[config.mk]
export PLATFORM = sky130hd
export DESIGN_NAME = booth_r4_mult
export DESIGN_NICKNAME = d
export VERILOG_FILES = /design/src/rtl/booth_r4_mult_pkg.sv /design/src/rtl/booth_r4_mult_recoder.sv /design/src/rtl/booth_r4_mult.sv
export SDC_FILE = /design/constraint.sdc
export NUM_CORES = 1
export LEC_CHECK = 0
export CORE_MARGIN = 2
export CORE_UTILIZATION = 64
export CTS_BUF_LIST = sky130_fd_sc_hd__clkbuf_4
export DETAILED_ROUTE_END_ITERATION = 6
export PLACE_DENSITY_LB_ADDON = 0.08
export REMOVE_ABC_BUFFERS = 1
export SETUP_SLACK_MARGIN = 0.5
export SYNTH_ARGS = -nofsm -noshare
export SYNTH_HDL_FRONTEND = slang
export SYNTH_HIERARCHICAL = 1
export SYNTH_SLANG_ARGS = --single-unit
[constraint.sdc]
create_clock -name clk -period 5.8 [get_ports clk]
set_clock_uncertainty 0.2 [all_clocks]
set_input_delay 0.58 -clock clk [delete_from_list [all_inputs] [get_ports clk]]
set_output_delay 0.58 -clock clk [all_outputs]
set_load 0.005 [all_outputs]
[src/rtl/booth_r4_mult_pkg.sv]
// Shared types for the radix-4 Booth multiplier: FSM states, recode terms,
// and the iteration-count helper.
package booth_pkg;

   typedef enum logic [1:0] {
      IDLE,
      LOAD,
      STEP,
      DONE
   } state_t;

   typedef enum logic [2:0] {
      R_ZERO,
      R_P1,
      R_P2,
      R_M1,
      R_M2
   } recode_t;

   // Two guard bits are added to the operand, and each step retires two bits.
   function automatic int unsigned iter_count(input int unsigned width);
      return (width + 2) / 2;
   endfunction

endpackage

[src/rtl/booth_r4_mult_recoder.sv]
// Modified-Booth radix-4 recoder: maps {Q[1:0], q_m1} to a signed multiple of M.
module booth_r4_recoder
   import booth_pkg::*;
(
   input  logic [2:0] bits,
   output recode_t    code
);

   always_comb begin
      code = R_ZERO;
      unique case (bits)
         3'b000, 3'b111: code = R_ZERO;
         3'b001, 3'b010: code = R_P1;
         3'b011:         code = R_P2;
         3'b100:         code = R_M2;
         3'b101, 3'b110: code = R_M1;
         default:        code = R_ZERO;
      endcase
   end

endmodule

[src/rtl/booth_r4_mult.sv]
// Sequential radix-4 Booth multiplier, signed/unsigned per operation, with a
// zero-operand shortcut and a valid/ready result handshake.
module booth_r4_mult
   import booth_pkg::*;
#(
   parameter int unsigned WIDTH = 8
) (
   input  logic                 clk,
   input  logic                 rst,
   input  logic                 start,
   input  logic                 sgn,
   input  logic [WIDTH-1:0]     a,
   input  logic [WIDTH-1:0]     b,
   output logic                 busy,
   output logic                 out_valid,
   input  logic                 out_ready,
   output logic [2*WIDTH-1:0]   product
);

   localparam int unsigned W2   = WIDTH + 2;
   localparam int unsigned AW   = W2 + 2;
   localparam int unsigned ITER = iter_count(WIDTH);
   localparam int unsigned CW   = $clog2(ITER + 1);
   localparam logic [CW-1:0] LAST = CW'(ITER - 1);

   if (((WIDTH % 2) != 0) || (WIDTH < 4)) begin : g_width_check
      $error("booth_r4_mult: WIDTH must be even and >= 4");
   end

   state_t              state, state_nx;
   logic [WIDTH-1:0]    a_r, a_nx;
   logic [WIDTH-1:0]    b_r, b_nx;
   logic                sgn_r, sgn_nx;
   logic [W2-1:0]       m, m_nx;
   logic [AW-1:0]       acc, acc_nx;
   logic [W2-1:0]       q, q_nx;
   logic                q_m1, q_m1_nx;
   logic [CW-1:0]       cnt, cnt_nx;
   logic [2*WIDTH-1:0]  product_nx;
   logic                busy_nx, out_valid_nx;

   recode_t             code;
   logic [AW-1:0]       m_ext, term, sum, acc_sh;
   logic [W2-1:0]       q_sh;

   booth_r4_recoder u_recoder (
      .bits ({q[1:0], q_m1}),
      .code (code)
   );

   // Add the recoded multiple, then shift {A,Q,q_m1} right by two arithmetically.
   always_comb begin
      m_ext = {{2{m[W2-1]}}, m};
      term  = '0;
      unique case (code)
         R_P1:    term = m_ext;
         R_P2:    term = m_ext << 1;
         R_M1:    term = -m_ext;
         R_M2:    term = -(m_ext << 1);
         default: term = '0;
      endcase
      sum    = acc + term;
      acc_sh = {{2{sum[AW-1]}}, sum[AW-1:2]};
      q_sh   = {sum[1:0], q[W2-1:2]};
   end

   always_comb begin
      state_nx   = state;
      a_nx       = a_r;
      b_nx       = b_r;
      sgn_nx     = sgn_r;
      m_nx       = m;
      acc_nx     = acc;
      q_nx       = q;
      q_m1_nx    = q_m1;
      cnt_nx     = cnt;
      product_nx = product;

      unique case (state)
         IDLE: begin
            if (start) begin
               a_nx     = a;
               b_nx     = b;
               sgn_nx   = sgn;
               state_nx = LOAD;
            end
         end
         LOAD: begin
            acc_nx  = '0;
            q_m1_nx = 1'b0;
            cnt_nx  = '0;
            m_nx    = {{2{sgn_r & a_r[WIDTH-1]}}, a_r};
            q_nx    = {{2{sgn_r & b_r[WIDTH-1]}}, b_r};
            if ((a_r == '0) || (b_r == '0)) begin
               product_nx = '0;
               state_nx   = DONE;
            end else begin
               state_nx   = STEP;
            end
         end
         STEP: begin
            acc_nx  = acc_sh;
            q_nx    = q_sh;
            q_m1_nx = q[1];
            cnt_nx  = cnt + CW'(1);
            if (cnt == LAST) begin
               // Low 2*WIDTH bits of the post-shift {A,Q}.
               product_nx = {acc_sh[2*WIDTH-W2-1:0], q_sh};
               state_nx   = DONE;
            end
         end
         DONE: begin
            if (out_ready) begin
               state_nx = IDLE;
            end
         end
         default: state_nx = IDLE;
      endcase

      busy_nx      = (state_nx != IDLE);
      out_valid_nx = (state_nx == DONE);
   end

   always_ff @(posedge clk or negedge rst) begin
      if (!rst) begin
         state     <= IDLE;
         a_r       <= '0;
         b_r       <= '0;
         sgn_r     <= 1'b0;
         m         <= '0;
         acc       <= '0;
         q         <= '0;
         q_m1      <= 1'b0;
         cnt       <= '0;
         product   <= '0;
         busy      <= 1'b0;
         out_valid <= 1'b0;
      end else begin
         state     <= state_nx;
         a_r       <= a_nx;
         b_r       <= b_nx;
         sgn_r     <= sgn_nx;
         m         <= m_nx;
         acc       <= acc_nx;
         q         <= q_nx;
         q_m1      <= q_m1_nx;
         cnt       <= cnt_nx;
         product   <= product_nx;
         busy      <= busy_nx;
         out_valid <= out_valid_nx;
      end
   end

endmodule

==> impl_results.html <==
<table>
<tr><th>Metric</th><th>Value</th></tr>
<tr><th colspan="2">Worst setup path</th></tr>
<tr><td>Category of the worst setup path launch point</td><td>register</td></tr>
<tr><td>Worst r2r src</td><td>q_m1</td></tr>
<tr><td>Cell occurring most often along the worst timing path</td><td>sky130_fd_sc_hd__ha_1</td></tr>
<tr><td>Endpoint of the worst register-to-register path</td><td>acc[10]</td></tr>
<tr><td>Arr. time, crit path</td><td>4.56 ns</td></tr>
<tr><td>Worst path buffer plus inverter count</td><td>1</td></tr>
<tr><td>Worst path top cell family by delay</td><td>simple AND/OR/NAND/NOR gates</td></tr>
<tr><td>Cells along the critical path</td><td>inv_1 &gt; ha_1 &gt; mux2_4 &gt; nand2b_1 &gt; nor2_1 &gt; nand2_1 &gt; o41ai_2 &gt; ha_1 &gt; a21o_1 &gt; a2111o_1 &gt; a31oi_1 &gt; nor3_1 &gt; o21ai_0 &gt; or3b_1</td></tr>
<tr><td>Slowest library cell on the worst path</td><td>sky130_fd_sc_hd__ha_1</td></tr>
<tr><td>Class of the most critical setup path</td><td>register to register</td></tr>
<tr><td>Max Fanout on Critical Path</td><td>20</td></tr>
<tr><td>Reg2reg path depth</td><td>14</td></tr>
<tr><td>Critical path capture point</td><td>acc[10]</td></tr>
<tr><td>Data required time at the worst endpoint</td><td>5.90 ns</td></tr>
<tr><td>Highest cell delay on the worst timing path</td><td>0.54 ns</td></tr>
<tr><td>Source of the critical timing path</td><td>q_m1</td></tr>
<tr><td>Setup slack, reg-to-reg</td><td>1.34 ns</td></tr>
<tr><td>Type of destination of the critical path</td><td>register</td></tr>
<tr><td>Number of cells on the critical path</td><td>14</td></tr>
<tr><th colspan="2">Logic synthesis</th></tr>
<tr><td>Seq/Total Area, Yosys</td><td>43.4%</td></tr>
<tr><td>Number of synthesized flops with an enable pin</td><td>0</td></tr>
<tr><td>Post-synthesis xor/xnor area fraction</td><td>2.60%</td></tr>
<tr><td>Mean cell area of the mapped netlist</td><td>9.70 µm²</td></tr>
<tr><td>Share of synthesized area spent on multiplexers</td><td>10.7%</td></tr>
<tr><td>Combined area of all synthesized cells</td><td>0.00404 mm²</td></tr>
<tr><td>FFs w/ async S/R, synth</td><td>100%</td></tr>
<tr><td>Largest family of logic cells by synthesized area</td><td>compound AO/OA/AOI/OAI gates</td></tr>
<tr><td>Synthesis Warnings</td><td>6</td></tr>
<tr><td>Synthesized instance count</td><td>416</td></tr>
<tr><td>Flip-flop cell with the highest count after synthesis</td><td>sky130_fd_sc_hd__dfrtp_1</td></tr>
<tr><td>Total of flip-flops plus latches after synthesis</td><td>70</td></tr>
<tr><td>Post-synthesis share of cell area spent on and, or, nand and nor gates</td><td>14.5%</td></tr>
<tr><td>Compound-cell area share of the yosys netlist</td><td>16.4%</td></tr>
<tr><td>Distinct cells, synth</td><td>53</td></tr>
<tr><td>Arithmetic-cell share of the synthesized area counting full adders, half adders and majority gates</td><td>7.01%</td></tr>
<tr><th colspan="2">Place</th></tr>
<tr><td>Placement Cell Area</td><td>0.00445 mm²</td></tr>
<tr><td>Placed cells</td><td>513</td></tr>
<tr><td>Pre-CTS worst setup slack</td><td>1.42 ns</td></tr>
<tr><td>RD Place Congestion</td><td>0.869</td></tr>
<tr><td>Number of buffers added on ports</td><td>38</td></tr>
<tr><td>Detailed placement HPWL</td><td>6150 µm</td></tr>
<tr><th colspan="2">Timing</th></tr>
<tr><td>Max frequency</td><td>224 MHz</td></tr>
<tr><td>Post-route worst hold slack</td><td>0.172 ns</td></tr>
<tr><td>Setup repair after global routing missed its margin</td><td>false</td></tr>
<tr><td>Final Setup Violations</td><td>0</td></tr>
<tr><td>Final cycle utilization of the critical path</td><td>77.0%</td></tr>
<tr><td>Worst-Margin Slew</td><td>0.893 ns</td></tr>
<tr><td>Relative slew slack</td><td>40.5%</td></tr>
<tr><td>Post-route worst setup slack</td><td>1.34 ns</td></tr>
<tr><td>Number of endpoints with negative hold slack in the final report</td><td>0</td></tr>
<tr><td>Slew Viols, Final</td><td>0</td></tr>
<tr><td>Post-route setup TNS</td><td>0 ns</td></tr>
<tr><td>Final min period</td><td>4.46 ns</td></tr>
<tr><th colspan="2">GRT</th></tr>
<tr><td>Tot GR Track Use</td><td>27.2%</td></tr>
<tr><td>Pin count of the biggest net entering global routing</td><td>71</td></tr>
<tr><td>First-pass GRT wire length</td><td>15300 µm</td></tr>
<tr><td>Initial antenna violation count</td><td>0</td></tr>
<tr><td>Final global-route overflow total</td><td>0</td></tr>
<tr><td>Number of global-route vias before repair</td><td>3297</td></tr>
<tr><th colspan="2">Power and ir drop</th></tr>
<tr><td>Peak supply drop</td><td>0.587 mV</td></tr>
<tr><td>Proportion of power drawn by combinational gates</td><td>56.0%</td></tr>
<tr><td>Leakage power</td><td>2.06 nW</td></tr>
<tr><td>Pwr per Cell Area</td><td>631 mW/mm²</td></tr>
<tr><td>Clk pwr share</td><td>13.2%</td></tr>
<tr><td>Pint</td><td>1.63 mW</td></tr>
<tr><td>Share of total power consumed by net switching</td><td>44.2%</td></tr>
<tr><td>Net Sw Power</td><td>1.29 mW</td></tr>
<tr><td>Reg power frac</td><td>30.7%</td></tr>
<tr><th colspan="2">Floorplan</th></tr>
<tr><td>Number of placed I/O pins</td><td>39</td></tr>
<tr><td>Die width</td><td>83.4 µm</td></tr>
<tr><td>Die outline height</td><td>83.4 µm</td></tr>
<tr><td>Initial core utilization</td><td>67.4%</td></tr>
<tr><td>Die Area</td><td>0.00696 mm²</td></tr>
<tr><td>Core area</td><td>0.00599 mm²</td></tr>
<tr><td>Cell Rows</td><td>28</td></tr>
<tr><th colspan="2">Route</th></tr>
<tr><td>Average via count per standard cell</td><td>6.10</td></tr>
<tr><td>Sum of routed wire length over all layers</td><td>8770 µm</td></tr>
<tr><td>Average wire per standard cell</td><td>16.6 µm</td></tr>
<tr><td>First DRT Iteration DRCs</td><td>192</td></tr>
<tr><td>Post-route antenna net violation count</td><td>0</td></tr>
<tr><td>Initial DRT Pass Iterations</td><td>4</td></tr>
<tr><td>DRC violation count after routing</td><td>0</td></tr>
<tr><td>Total number of vias</td><td>3227</td></tr>
<tr><th colspan="2">Cells and area</th></tr>
<tr><td>Layout overhead on the synthesized area</td><td>14.7%</td></tr>
<tr><td>Antenna fix cells</td><td>0</td></tr>
<tr><td>Number of standard cells in the final layout excluding fillers</td><td>529</td></tr>
<tr><td>Sequential cell area</td><td>0.00175 mm²</td></tr>
<tr><td>Design Area, Final</td><td>0.00463 mm²</td></tr>
<tr><td>Filler Cells Inserted</td><td>400</td></tr>
<tr><td>Multi-input gate area in the final layout</td><td>0.00207 mm²</td></tr>
<tr><td>Final nets</td><td>492</td></tr>
<tr><td>Proportion of layout cells with a drive suffix above 1</td><td>13.2%</td></tr>
<tr><th colspan="2">Clock network</th></tr>
<tr><td>Worst-path clk slew</td><td>0.12 ns</td></tr>
<tr><td>CTS Root Buffer Type</td><td>sky130_fd_sc_hd__clkbuf_4</td></tr>
<tr><td>Number of gates resized after CTS</td><td>0</td></tr>
<tr><td>Clock latency of the later-clocked register in the worst-skew pair</td><td>0.40 ns</td></tr>
<tr><td>Total setup buffers inserted after CTS</td><td>0</td></tr>
<tr><td>Number of H-tree levels</td><td>3</td></tr>
<tr><td>Number of hold buffers added after cts</td><td>0</td></tr>
<tr><td>Maximum number of buffers from clock root to sink</td><td>2</td></tr>
<tr><td>Number of clock buffers inserted by TritonCTS</td><td>9</td></tr>
<tr><td>CTS tree</td><td>done</td></tr>
<tr><td>Number of sinks handled by clock tree synthesis</td><td>70</td></tr>
<tr><th colspan="2">Flow run</th></tr>
<tr><td>Maximum capacitance violations</td><td>0</td></tr>
<tr><th colspan="2">Outcome</th></tr>
<tr><td>Outcome</td><td>finished, final reports clean</td></tr>
<tr><th colspan="2">Min path</th></tr>
<tr><td>Path type of the worst min-delay path</td><td>input port to asynchronous set/reset pin</td></tr>
</table>
-- kinds of logic (layout without fill, tap and decap cells) --
family | Yosys count | after routing
AND/OR/NAND/NOR | 116 | 116
AO/OA/AOI/OAI | 103 | 103
flip-flops | 70 | 70
buffers and inverters | 54 | 92
multiplexers | 39 | 39
adder cells (fa/ha/maj) | 22 | 22
XOR/XNOR | 12 | 12
-- power groups by stage --
stage / Combinational [mW] / Clock [mW] / Sequential [mW]
floorplan: 1.18 / 0 / 0.850
global placement: 1.56 / 0 / 0.887
detailed placement: 1.61 / 0 / 0.900
CTS: 1.63 / 0.397 / 0.892
global route: 1.83 / 0.416 / 0.923
finish: 1.64 / 0.387 / 0.897
-- sequential cells by signal, summed over array words and instances, names as in the netlist --
name	cells
q_m1	1
product	16
m	9
busy	1
acc	10
out_valid	1
state	2
cnt	3
b_r	8
sgn_r	1
a_r	8
q	10
-- cell type report --
| cell class | instances | share of cell area [%] |
|---|---|---|
| inverters | 34 | 2.76 |
| multi-input cells | 292 | 44.7 |
| well taps | 75 | 2.03 |
| flip-flops and latches | 70 | 37.9 |
| clock buffers | 9 | 1.46 |
| clock inverters | 7 | 2.43 |
| repair buffers | 42 | 8.76 |
-- layout by cell type, fill, tap and decap left out, drive strengths merged, types with 6 or more instances in the layout --
master         instances
nor3                  10
mux2i                  9
inv                   34
dfrtp                 70
o21a                   6
mux2                  30
nand3                 19
nor4                   6
xor2                   6
clkdlybuf4s50         37
o21ai                 39
a21oi                 23
ha                    21
nor2b                  6
nand2                 36
clkbuf                 9
xnor2                  6
nor2                  23
-- worst min path at each step --
stage	start	to	cells after the start
2_1_floorplan	rst	a_r[0]	0
3_3_place_gp	cnt[2]	cnt[2]	1
3_5_place_dp	cnt[2]	cnt[2]	1
4_1_cts	rst	acc[10]	2
5_1_grt	rst	q[9]	2
6_report	rst	m[4]	2
-- stage by stage --
| stage | power [mW] | utilization, % |
|---|---|---|
| floorplan | 2.03 | - |
| global placement | 2.45 | 74.2 |
| detailed placement | 2.51 | 74.2 |
| CTS | 2.92 | 77.2 |
| global route | 3.17 | 77.2 |
| finish | 2.92 | 77.2 |
-- per-layer routing --
layer	global-route usage (%)	up-vias	wire, µm
met2	46.4	99	4330
met4	8.35	0	255
met1	35.0	1566	3830
met5	0	-	0
li1	-	1536	-
met3	5.47	26	355
-- synthesized netlist by cell type (9+ instances only) --
library cell               count  area share (%)
sky130_fd_sc_hd__dfrtp_1      70              43
sky130_fd_sc_hd__o21ai_0      39             4.8
sky130_fd_sc_hd__nand2_1      35             3.3
sky130_fd_sc_hd__inv_1        34             3.2
sky130_fd_sc_hd__mux2_2       29             8.1
sky130_fd_sc_hd__a21oi_1      23             2.9
sky130_fd_sc_hd__nor2_1       23             2.1
sky130_fd_sc_hd__ha_1         21             6.5
sky130_fd_sc_hd__nand3_1      19             2.4
sky130_fd_sc_hd__clkbuf_1     11             1.0
sky130_fd_sc_hd__nor3_1       10             1.2
sky130_fd_sc_hd__mux2i_1       9             2.2
(Power assumes the default switching activity.)
